[config.mk]
export PLATFORM = sky130hd
export DESIGN_NAME = paddle_ctrl
export DESIGN_NICKNAME = d
export VERILOG_FILES = /design/src/rtl/paddle_ctrl.sv
export SDC_FILE = /design/constraint.sdc
export NUM_CORES = 1
export LEC_CHECK = 0
export ABC_CLOCK_PERIOD_IN_PS = 2940
export CAP_MARGIN = 20
export CORE_MARGIN = 1.5
export CORE_UTILIZATION = 60
export DETAILED_ROUTE_END_ITERATION = 8
export PLACE_DENSITY = 0.8
export REMOVE_ABC_BUFFERS = 1
export SETUP_SLACK_MARGIN = 0.05
export SYNTH_ARGS = -nofsm -noshare
export SYNTH_HDL_FRONTEND = slang
export SYNTH_SLANG_ARGS = --single-unit
[constraint.sdc]
create_clock -name i_CLK -period 2.94 [get_ports i_CLK]
set_input_delay 0.588 -clock i_CLK [delete_from_list [all_inputs] [get_ports i_CLK]]
set_output_delay 0.588 -clock i_CLK [all_outputs]
set_load 0.005 [all_outputs]
[src/rtl/paddle_ctrl.sv]
// paddle_ctrl: frame-synchronous paddle Y controller with debounced buttons and clamped motion
// ports: i_CLK/i_RST_N clock and async active-low reset; i_vSync active-low frame sync;
//        i_btn_up/i_btn_down raw buttons; i_enable run gate; i_recenter centre pulse;
//        o_rect_y_pos paddle top Y; o_frame_tick one pulse per frame; o_moving last tick moved
module paddle_ctrl #(
  parameter int HEIGHT   = 100,
  parameter int SCREEN_H = 480,
  parameter int SPEED    = 4,
  parameter int DEBOUNCE = 250000
) (
  input  logic       i_CLK,
  input  logic       i_RST_N,
  input  logic       i_vSync,
  input  logic       i_btn_up,
  input  logic       i_btn_down,
  input  logic       i_enable,
  input  logic       i_recenter,
  output logic [9:0] o_rect_y_pos,
  output logic       o_frame_tick,
  output logic       o_moving
);
  localparam int CW = $clog2(DEBOUNCE + 1);
  localparam logic [9:0] CENTER = 10'((SCREEN_H - HEIGHT) / 2);
  localparam logic [9:0] MAX_Y = 10'(SCREEN_H - HEIGHT);
  localparam logic [CW-1:0] LAST = CW'(DEBOUNCE - 1);
  typedef enum logic [1:0] {S_HOLD, S_RUN, S_CENTER} state_t;
  state_t state, state_nxt;
  logic [1:0] up_s, dn_s, vs_s;
  logic vs_prev, up_db, dn_db, tick, mv_nxt;
  logic [CW-1:0] up_cnt, dn_cnt;
  logic [9:0] step, y_nxt;
  logic [10:0] sum;
  assign tick = vs_prev & ~vs_s[1];
  assign sum = {1'b0, o_rect_y_pos} + 11'(SPEED);
  always_comb begin
    step = (up_db & ~dn_db) ? (o_rect_y_pos >= 10'(SPEED) ? o_rect_y_pos - 10'(SPEED) : '0)
         : (dn_db & ~up_db) ? (sum > {1'b0, MAX_Y} ? MAX_Y : sum[9:0])
         : o_rect_y_pos;
    state_nxt = i_recenter ? S_CENTER : i_enable ? S_RUN : S_HOLD;
    y_nxt = o_rect_y_pos;
    mv_nxt = o_moving;
    if (state == S_CENTER) begin
      y_nxt = CENTER;
      mv_nxt = 1'b0;
    end else if (state == S_RUN && !i_recenter) begin
      if (tick) begin
        y_nxt = step;
        mv_nxt = step != o_rect_y_pos;
      end
      if (!i_enable) mv_nxt = 1'b0;
    end
  end
  always_ff @(posedge i_CLK or negedge i_RST_N)
    if (!i_RST_N) state <= S_HOLD;
    else state <= state_nxt;
  // vSync sync resets high so reset release never looks like a falling edge
  always_ff @(posedge i_CLK or negedge i_RST_N)
    if (!i_RST_N) begin
      up_s <= '0;
      dn_s <= '0;
      vs_s <= 2'b11;
      vs_prev <= 1'b1;
      up_db <= 1'b0;
      dn_db <= 1'b0;
      up_cnt <= '0;
      dn_cnt <= '0;
      o_rect_y_pos <= CENTER;
      o_frame_tick <= 1'b0;
      o_moving <= 1'b0;
    end else begin
      up_s <= {up_s[0], i_btn_up};
      dn_s <= {dn_s[0], i_btn_down};
      vs_s <= {vs_s[0], i_vSync};
      vs_prev <= vs_s[1];
      up_cnt <= (up_s[1] == up_db || up_cnt == LAST) ? '0 : up_cnt + CW'(1);
      dn_cnt <= (dn_s[1] == dn_db || dn_cnt == LAST) ? '0 : dn_cnt + CW'(1);
      up_db <= up_db ^ (up_s[1] != up_db && up_cnt == LAST);
      dn_db <= dn_db ^ (dn_s[1] != dn_db && dn_cnt == LAST);
      o_rect_y_pos <= y_nxt;
      o_frame_tick <= tick;
      o_moving <= mv_nxt;
    end
endmodule

## After elaboration in Yosys (flattened, before gate mapping)

Index checks and enable logic that the tools add are counted.

| storage, ports and cells | value |
|---|---|
| input bits | 7 |
| flip-flop bits (word level) | 59 |

| cells by class | value |
|---|---|
| reductions and logical operators | 10 |
| order comparisons | 2 |
| mux-type cells | 15 |
| equality and inequality tests | 10 |
| bitwise gates (word level) | 8 |
| add/subtract/negate cells | 4 |

Operators by type and width:

| operator | count |
|---|---|
| $mux 10 | 7 |
| $add 18x1->18 const B | 2 |
| $eq 18x18->1 const B | 2 |
| $mux 18 | 2 |
| $add 10x3->11 const B | 1 |
| $gt 11x9->1 const B | 1 |
| $ge 10x3->1 const B | 1 |
| $ne 10x10->1 | 1 |
| $sub 10x3->10 const B | 1 |
| $mux 1 | 5 |
| $reduce_and 2->1 | 2 |
| $reduce_bool 2->1 | 2 |
| $and 1x1->1 | 3 |
| $logic_and 1x1->1 | 3 |
| $ne 3x1->1 const B | 1 |
| $not 1->1 | 3 |
| $eq 1x1->1 | 2 |
| $eq 2x1->1 const B | 1 |
| $eq 2x2->1 const B | 1 |
| $logic_or 1x1->1 | 2 |
| $mux 2 | 1 |
| $ne 1x1->1 | 2 |
| $xor 1x1->1 | 2 |
| $logic_not 1->1 | 1 |

## Longest topological paths before layout

Gate-level depths: netlist of the first run.

| depth | value |
|---|---|
| word-level depth | 10 |
| gate-level depth with buffers | 10 |
| depth with buffers taken out | 9 |

## Worst setup path before layout of the first run

Ideal clock, no wire load.

| path | value |
|---|---|
| kind | flip-flop to flip-flop |
| start point | reg o_rect_y_pos[2] |
| end point | reg o_moving |
| slack | 0.706 ns |
| library setup time | 0.104 ns |
| arrival time | 2.130 ns |
| clock period less this slack | 2.234 ns |
| path buffers | 1 |
| stages on the path, launching flop included | 11 |
| required time | 2.836 ns |
| cells stage by stage | dfstp_2 buf_2 inv_1 ha_1 nand2_1 a211o_1 nand4_1 nand4_1 nor2b_1 or3_1 o311ai_1 |

| on the way | value |
|---|---|
| longest elaborated chain between the ends | 10 |
| elaborated cells between the ends (all ways) | 13 |

RTL lines:

| item | RTL line | RTL |
|---|---|---|
| start: declaration | 18 | `output logic [9:0] o_rect_y_pos,` |
| start signal: assignment | 79 | `o_rect_y_pos <= y_nxt;` |
| $add 10x3->11 | 34 | `assign sum = {1'b0, o_rect_y_pos} + 11'(SPEED);` |
| $gt 11x9->1 | 37 | `: (dn_db & ~up_db) ? (sum > {1'b0, MAX_Y} ? MAX_Y : sum[9:0])` |
| $mux 10 (2 in series) | 37 |  |
| $mux 10 | 36 | `step = (up_db & ~dn_db) ? (o_rect_y_pos >= 10'(SPEED) ? o_rect_y_pos - 10'(SPEED) : '0)` |
| $ne 10x10->1 (*) | 48 | `mv_nxt = step != o_rect_y_pos;` |
| $mux 1 (*) | 46 | `if (tick) begin` |
| $mux 1 (*) | 50 | `if (!i_enable) mv_nxt = 1'b0;` |
| $mux 1 (*) | 45 | `end else if (state == S_RUN && !i_recenter) begin` |
| $mux 1 (*) | 42 | `if (state == S_CENTER) begin` |
| end signal: assignment | 81 | `o_moving <= mv_nxt;` |
| end: declaration | 20 | `output logic o_moving` |

Every way passes the cells marked *; elsewhere a longest branch is shown, timed or not. The select of a mux whose other input is x is not followed.
A chain may end at the register's enable or synchronous reset.

## Worst setup path in the final report of the first run

| path | value |
|---|---|
| start point | reg o_rect_y_pos[2] |
| end point | reg o_rect_y_pos[6] |

| on the way | value |
|---|---|
| longest elaborated chain between the ends | 8 |
| elaborated cells between the ends (all ways) | 11 |

RTL lines:

| item | RTL line |
|---|---|
| $add 10x3->11 | 34 |
| $gt 11x9->1 | 37 |
| $mux 10 (2 in series) | 37 |
| $mux 10 (*) | 36 |
| $mux 10 (*) | 46 |
| $mux 10 (*) | 45 |
| $mux 10 (*) | 42 |

Marks and branches as above.

==> metrics.md, run 1 <==
| Metric | Value |
|---|---|
| Max Clock Skew | 0.00752 ns |
| Hold Fails Final Rpt | 0 |
| Final nets | 400 |
| Final Total Pwr | 1.63 mW |
| Port bufs | 18 |
| Routed met3 length | 267 um |
| Htree depth | 3 |
| Max Cap Violations | 0 |
| Actual slew at the worst max-slew pin | 0.625 ns |
| Num CTS Buffers | 9 |
| Adder-Cell Fraction of Synth Area | 0.0227 |
| Fraction of the mapped netlist area in simple logic gates | 0.260 |
| Status | complete, no violations |
| Skew-Pair Late Insertion Delay | 0.34 ns |
| R2R depth | 8 |
| Mux contribution to synthesized area | 0.0143 |
| Placed inst area | 3530 um^2 |
| DRT Pass-1 Iters | 5 |
| N_diodes | 0 |
| Largest net degree at the start of global routing | 30 |
| Fin crit period | 2.43 ns |
| Sequential cell area | 1490 um^2 |
| Synthesis-to-finish area growth | 12.3% |
| Synth Area in XOR/XNOR | 0.0872 |
| Post-CTS Setup Bufs | 0 |
| Uppermost layer routed | met4 |
| Unrepaired setup endpoints after global routing | no |
| Total routed wirelength | 6.59 mm |
| GRT Util Overall | 0.240 |
| Die H | 77.3 um |
| Main combinational cell family by area after synthesis | simple AND/OR/NAND/NOR gates |
| Fillers | 390 |
| Final instance area | 3720 um^2 |
| Async SR Flop Fraction | 1.00 |
| Hold-fix buffers at CTS | 0 |
| Ys Warns | 0 |
| Max clock buf depth | 2 |
| VDD IR max | 0.352 mV |
| Slew Viols, Final | 0 |
| Die Area | 5980 um^2 |
| # IOs | 19 |
| Initial antenna violation count | 0 |
| Fmax achieved | 412 MHz |
| CP Max Fanout | 12 |
| CP startpoint kind | flop |
| Vias in the first global route | 2,475 |
| Root buf cell | clkbuf_8 |
| Worst Hold Class | in2async |
| Compound-Gate Fraction of Synth Area | 0.135 |
| ANT nets after route | 0 |
| Ys flop type | dfrtp_1 |
| Cells after Synth | 372 |
| Avg Inst Size Synth | 8.91 um^2 |
| Core Region | 5200 um^2 |
| CP Class | reg2reg |
| Hold_ws | 0.267 ns |
| Footprint of the multi-input gates | 1720 um^2 |
| Setup crit end kind | flop |
| Worst path arrival time | 2.63 ns |
| Sequential area share after synthesis | 0.449 |
| Starting Density | 0.637 |
| CTS tree | done |
| Post-DP HPWL | 4.51 mm |
| EDFF count, synth | 0 |
| Via count | 2,707 |
| Via/cell ratio | 5.86 |
| Wire length on met1 | 3.18 mm |
| Final TNS setup | 0 ns |
| DIE WIDTH | 77.3 um |
| Setup violators final | 0 |
| Power Dens Cells | 438 nW/um^2 |
| CP required | 3.15 ns |
| Fin crit share | 0.825 |
| Netlist cell types | 52 |
| Post-Syn Area | 3310 um^2 |
| Slew HR | 0.583 |
| Layout cells sized above 1 | 0.102 |
| Post-cts sizing count | 0 |
| Wirelength per Cell | 14.3 um |
| RePlAce Congestion | 0.878 |
| Clk sinks | 59 |
| Drt initial violations | 297 |
| DRC | 0 |
| Lkg Pwr | 1.55 nW |
| Core Rows | 26 |
| Metal2 WL | 2.99 mm |
| Grt ovf | 0 |
| Clk pin slew, worst setup/hold paths | 0.07 ns |
| First-pass GRT wire length | 11.1 mm |
| Yosys reg bits | 59 |
[registers in the layout (all words and copies together) (netlist names), named ones only]
name / count
dn_cnt: 18
up_cnt: 18
o_rect_y_pos: 10
dn_s: 2
state: 2
up_s: 2
vs_s: 2
o_frame_tick: 1
o_moving: 1
vs_prev: 1
[area by class of cell]
cell class | count | share of cell area
Multi-Input combinational cell | 288 | 0.462
Sequential cell | 59 | 0.400
Timing Repair Buffer | 22 | 0.0551
Clock buffer | 11 | 0.0380
Tap cell | 70 | 0.0235
Clock inverter | 5 | 0.0141
Inverter | 7 | 0.00706
[worst max-delay path, stage by stage (launching register included)]
cell,delay [ns]
dfstp_2,0.65
ha_1,0.28
and4_1,0.25
nand2_1,0.11
mux2_4,0.34
a31oi_4,0.17
nor2_1,0.08
nor2_1,0.30
a21oi_1,0.11
[where the power goes]
part	internal [mW]	switching [mW]	total [mW]
logic	0.0279	0.0436	0.0716
registers	0.828	0.0107	0.839
clock network	0.410	0.311	0.721
[through the flow]
stage	std cells	setup WS, ns	utilization
after global placement	446	0.613	0.678
after detailed placement	446	0.569	0.678
after CTS	462	0.547	0.715
final	462	0.515	0.715
after global routing	462	0.336	0.715
after floorplan	354	0.747	-
[logic make-up after synthesis]
group / count (synthesis)
AOI/OAI and AO/OA: 68
xor gates and xnor gates: 33
adders and majority gates: 6
buffers and inverters: 25
DFF: 59
muxes: 4
and+or+nand+nor: 177
[layout by cell type, fill, tap and decap left out, types with 4 or more instances in the layout]
master           Yosys  final
a21oi_1             21     21
and3_1               7      7
buf_4                0      4
clkbuf_8             0     10
clkdlybuf4s50_1      0     17
dfrtp_1             50     50
dfstp_2              9      9
ha_1                 6      6
inv_1                7      7
nand2_1             36     36
nand2b_1             9      9
nand3_1             15     15
nand3b_1             7      7
nand4_1              8      8
nor2_1              60     60
nor2b_1              6      6
nor3_1               6      6
nor4_1               5      5
o21ai_0             18     18
or2_2                4      4
or3_1                7      7
xnor2_1             15     15
xor2_1              18     18
[per-layer routing]
layer / track usage / vias to the layer above
li1: - / 1317
met3: 0.0440 / 16
met2: 0.356 / 79
met1: 0.332 / 1295
met4: 0.135 / 0
met5: 0 / -
[final timing paths]
path                                                     to                   startpoint  slack (ns)
worst max-delay path            o_rect_y_pos[6]$_DFFE_PN0P_  o_rect_y_pos[2]$_DFFE_PN1P_        0.51
worst min-delay path                    up_cnt[3]$_DFF_PN0_                      i_RST_N        0.27
worst max register to register  o_rect_y_pos[6]$_DFFE_PN0P_  o_rect_y_pos[2]$_DFFE_PN1P_        0.51
worst min register to register            up_s[1]$_DFF_PN0_            up_s[0]$_DFF_PN0_        0.35
max in group asynchronous                 vs_s[0]$_DFF_PN1_                      i_RST_N        1.94
min in group i_CLK                        up_s[1]$_DFF_PN0_            up_s[0]$_DFF_PN0_        0.35
[cell usage after synthesis, types with 3 or more instances]
cell,number,area [um^2]
or2_2,4,25.0
ha_1,6,75.1
inv_1,7,26.3
nand3b_1,7,52.6
o21ai_0,18,90.1
nand4_1,8,50.1
and3_1,7,43.8
nor4_1,5,31.3
o211ai_1,3,22.5
or3_1,7,43.8
nand2b_1,9,56.3
dfrtp_1,50,1250
xnor2_1,15,131
nor3_1,6,30.0
nor2b_1,6,37.5
nand2_1,36,135
dfstp_2,9,236
xor2_1,18,158
clkbuf_1,8,30.0
buf_2,9,45.0
nand3_1,15,75.1
a21oi_1,21,105
nor2_1,60,225
Power figures use the tool's default switching activity.
==> inputs of run 2 (changes only) <==
- ABC_CLOCK_PERIOD_IN_PS: 2940 -> 2100
- CORE_UTILIZATION: 60 -> 54
- PLACE_DENSITY: 0.8 -> 0.76
- clock period: 2.94 -> 2.1 ns (I/O delays scaled with it)
==> metrics.md, run 2 (same netlist as run 1, synthesis figures left out) <==
| Metric | Value |
|---|---|
| ANT nets after route | 0 |
| Failing checks | setup timing |
| First-pass GRT wire length | 12.0 mm |
| Total routed wirelength | 7.13 mm |
| Worst path arrival time | 2.42 ns |
| GRT Util Overall | 0.241 |
| CP cell instances | ha_4 > and4_4 > nand2_4 > mux2_4 > a31oi_4 > nor2b_1 > or3_1 > o311ai_2 |
| Critical path's slowest cell | dfstp_2 |
| Vias in the first global route | 2,636 |
| CP Max Fanout | 4 |
| DRC | 0 |
| Hold-fix buffers at CTS | 0 |
| Final TNS setup | -0.173 ns |
| Clk pin slew, worst setup/hold paths | 0.07 ns |
| Grt ovf | 0 |
| Root buf cell | clkbuf_8 |
| Dpl cells | 474 |
| Wirelength per Cell | 14.4 um |
| Worst Hold Class | in2async |
| # IOs | 19 |
| CP required | 2.35 ns |
| Num CTS Buffers | 9 |
| Top flop regs | dn_cnt (18), up_cnt (18), o_rect_y_pos (10) |
| Most common cell after layout, fill and taps aside | nor2_1 |
| Power Dens Cells | 605 nW/um^2 |
| Skew-Pair Late Insertion Delay | 0.34 ns |
| Max clock buf depth | 2 |
| RePlAce Congestion | 0.893 |
| Unrepaired setup endpoints after global routing | yes |
| CTS tree | done |
| Synthesis-to-finish area growth | 23.2% |
| Lkg Pwr | 1.70 nW |
| Post-DP HPWL | 4.87 mm |
| Via/cell ratio | 5.64 |
| Worst slack at placement | -0.0557 ns |
| FF-to-FF setup slack | -0.07 ns |
| DIE WIDTH | 81.3 um |
| Reg2reg start | o_rect_y_pos[2]$_DFFE_PN1P_ |
| Layout cells sized above 1 | 0.212 |
| Actual slew at the worst max-slew pin | 0.448 ns |
| Final nets | 427 |
| Core Region | 5920 um^2 |
| VDD IR max | 0.669 mV |
| Fmax achieved | 461 MHz |
| Via count | 2,787 |
| Core Rows | 28 |
| Htree depth | 3 |
| Final worst slack | -0.0680 ns |
| Max Cap Violations | 0 |
| Slew HR | 0.702 |
| N_diodes | 0 |
| Hold Fails Final Rpt | 0 |
| Fin crit share | 1.03 |
| Clk sinks | 59 |
| CP Class | reg2reg |
| Fin cells | 494 |
| Final Total Pwr | 2.47 mW |
| RR Endpoint | o_moving$_DFFE_PN0P_ |
| Status | finished with violations |
| Fin crit period | 2.17 ns |
| CP startpoint kind | flop |
| Slowest stage delay, CP | 0.59 ns |
| Setup violators final | 4 |
| Starting Density | 0.560 |
| Initial antenna violation count | 0 |
| Die Area | 6620 um^2 |
| Die H | 81.3 um |
| Max Clock Skew | 0.00995 ns |
| Largest net degree at the start of global routing | 42 |
| Port bufs | 18 |
| Slew Viols, Final | 0 |
| Setup crit end kind | flop |
| DRT Pass-1 Iters | 4 |
| R2R depth | 8 |
| Drt initial violations | 234 |
| Most frequent cells in the layout | nor2_1 (58), dfrtp_1 (50), nand2_1 (32) |
[run 2: cell count changes in the layout (fill, tap and decap cells not counted), sizes merged]
| cell | previous run | this run |
|---|---|---|
| buf | 5 | 32 |
| bufinv | 1 | 2 |
| clkbuf | 11 | 12 |
| clkinv | 3 | 1 |
[run 2: critical path: cells and delay by family, from the launching register on]
kind | cells | cell delay (ns)
compound gates | 2 | 0.32
fa+ha+maj | 1 | 0.15
flops | 1 | 0.59
mux | 1 | 0.32
simple gates | 4 | 0.70
[run 2: final cells by class]
cell class / instances / area (um^2)
repair buffers: 49 / 424
multi-input cells: 288 / 1820
inverters: 7 / 26.3
fillers: 440 / 1840
clock inverters: 4 / 72.6
clock buffers: 12 / 155
well taps: 75 / 93.8
flip-flops and latches: 59 / 1490
[run 2: how the worst max path moves through the flow]
| stage | start | endpoint |
|---|---|---|
| after floorplan | o_rect_y_pos[2]$_DFFE_PN1P_ | o_moving$_DFFE_PN0P_ |
| after global placement | o_rect_y_pos[2]$_DFFE_PN1P_ | o_rect_y_pos[0]$_DFFE_PN0P_ |
| after detailed placement | o_rect_y_pos[3]$_DFFE_PN1P_ | o_moving$_DFFE_PN0P_ |
| after CTS | o_rect_y_pos[3]$_DFFE_PN1P_ | o_moving$_DFFE_PN0P_ |
| after global routing | o_rect_y_pos[3]$_DFFE_PN1P_ | o_moving$_DFFE_PN0P_ |
| final | o_rect_y_pos[2]$_DFFE_PN1P_ | o_moving$_DFFE_PN0P_ |
[run 2: report_power, final]
group | switching, mW | internal [mW]
logic | 0.0680 | 0.0486
clock network | 0.450 | 0.731
registers | 0.0128 | 1.16
[run 2: metrics by stage]
| stage | hold WS [ns] | instance area [um^2] | utilization |
|---|---|---|---|
| 2_1_floorplan | 0.124 | 3230 | - |
| 3_3_place_gp | 0.334 | 3720 | 0.628 |
| 3_5_place_dp | 0.337 | 3720 | 0.628 |
| 4_1_cts | 0.0201 | 4000 | 0.675 |
| 5_1_grt | 0.0446 | 4080 | 0.690 |
| 6_report | 0.0183 | 4080 | 0.690 |
[run 2: what timing repair did]
item,in CTS,in global routing
buffers inserted,1,3
gates resized for setup,10,17
pin swaps,7,7
cloned,0,0
endpoints found under the setup margin,9,14
[run 2: routing by layer]
metal / vias to the layer above / track usage / part of all wire
li1: 1370 / - / -
met3: 14 / 0.0584 / 0.047
met2: 90 / 0.371 / 0.47
met5: - / 0 / 0
met4: 0 / 0.117 / 0.024
met1: 1313 / 0.316 / 0.46
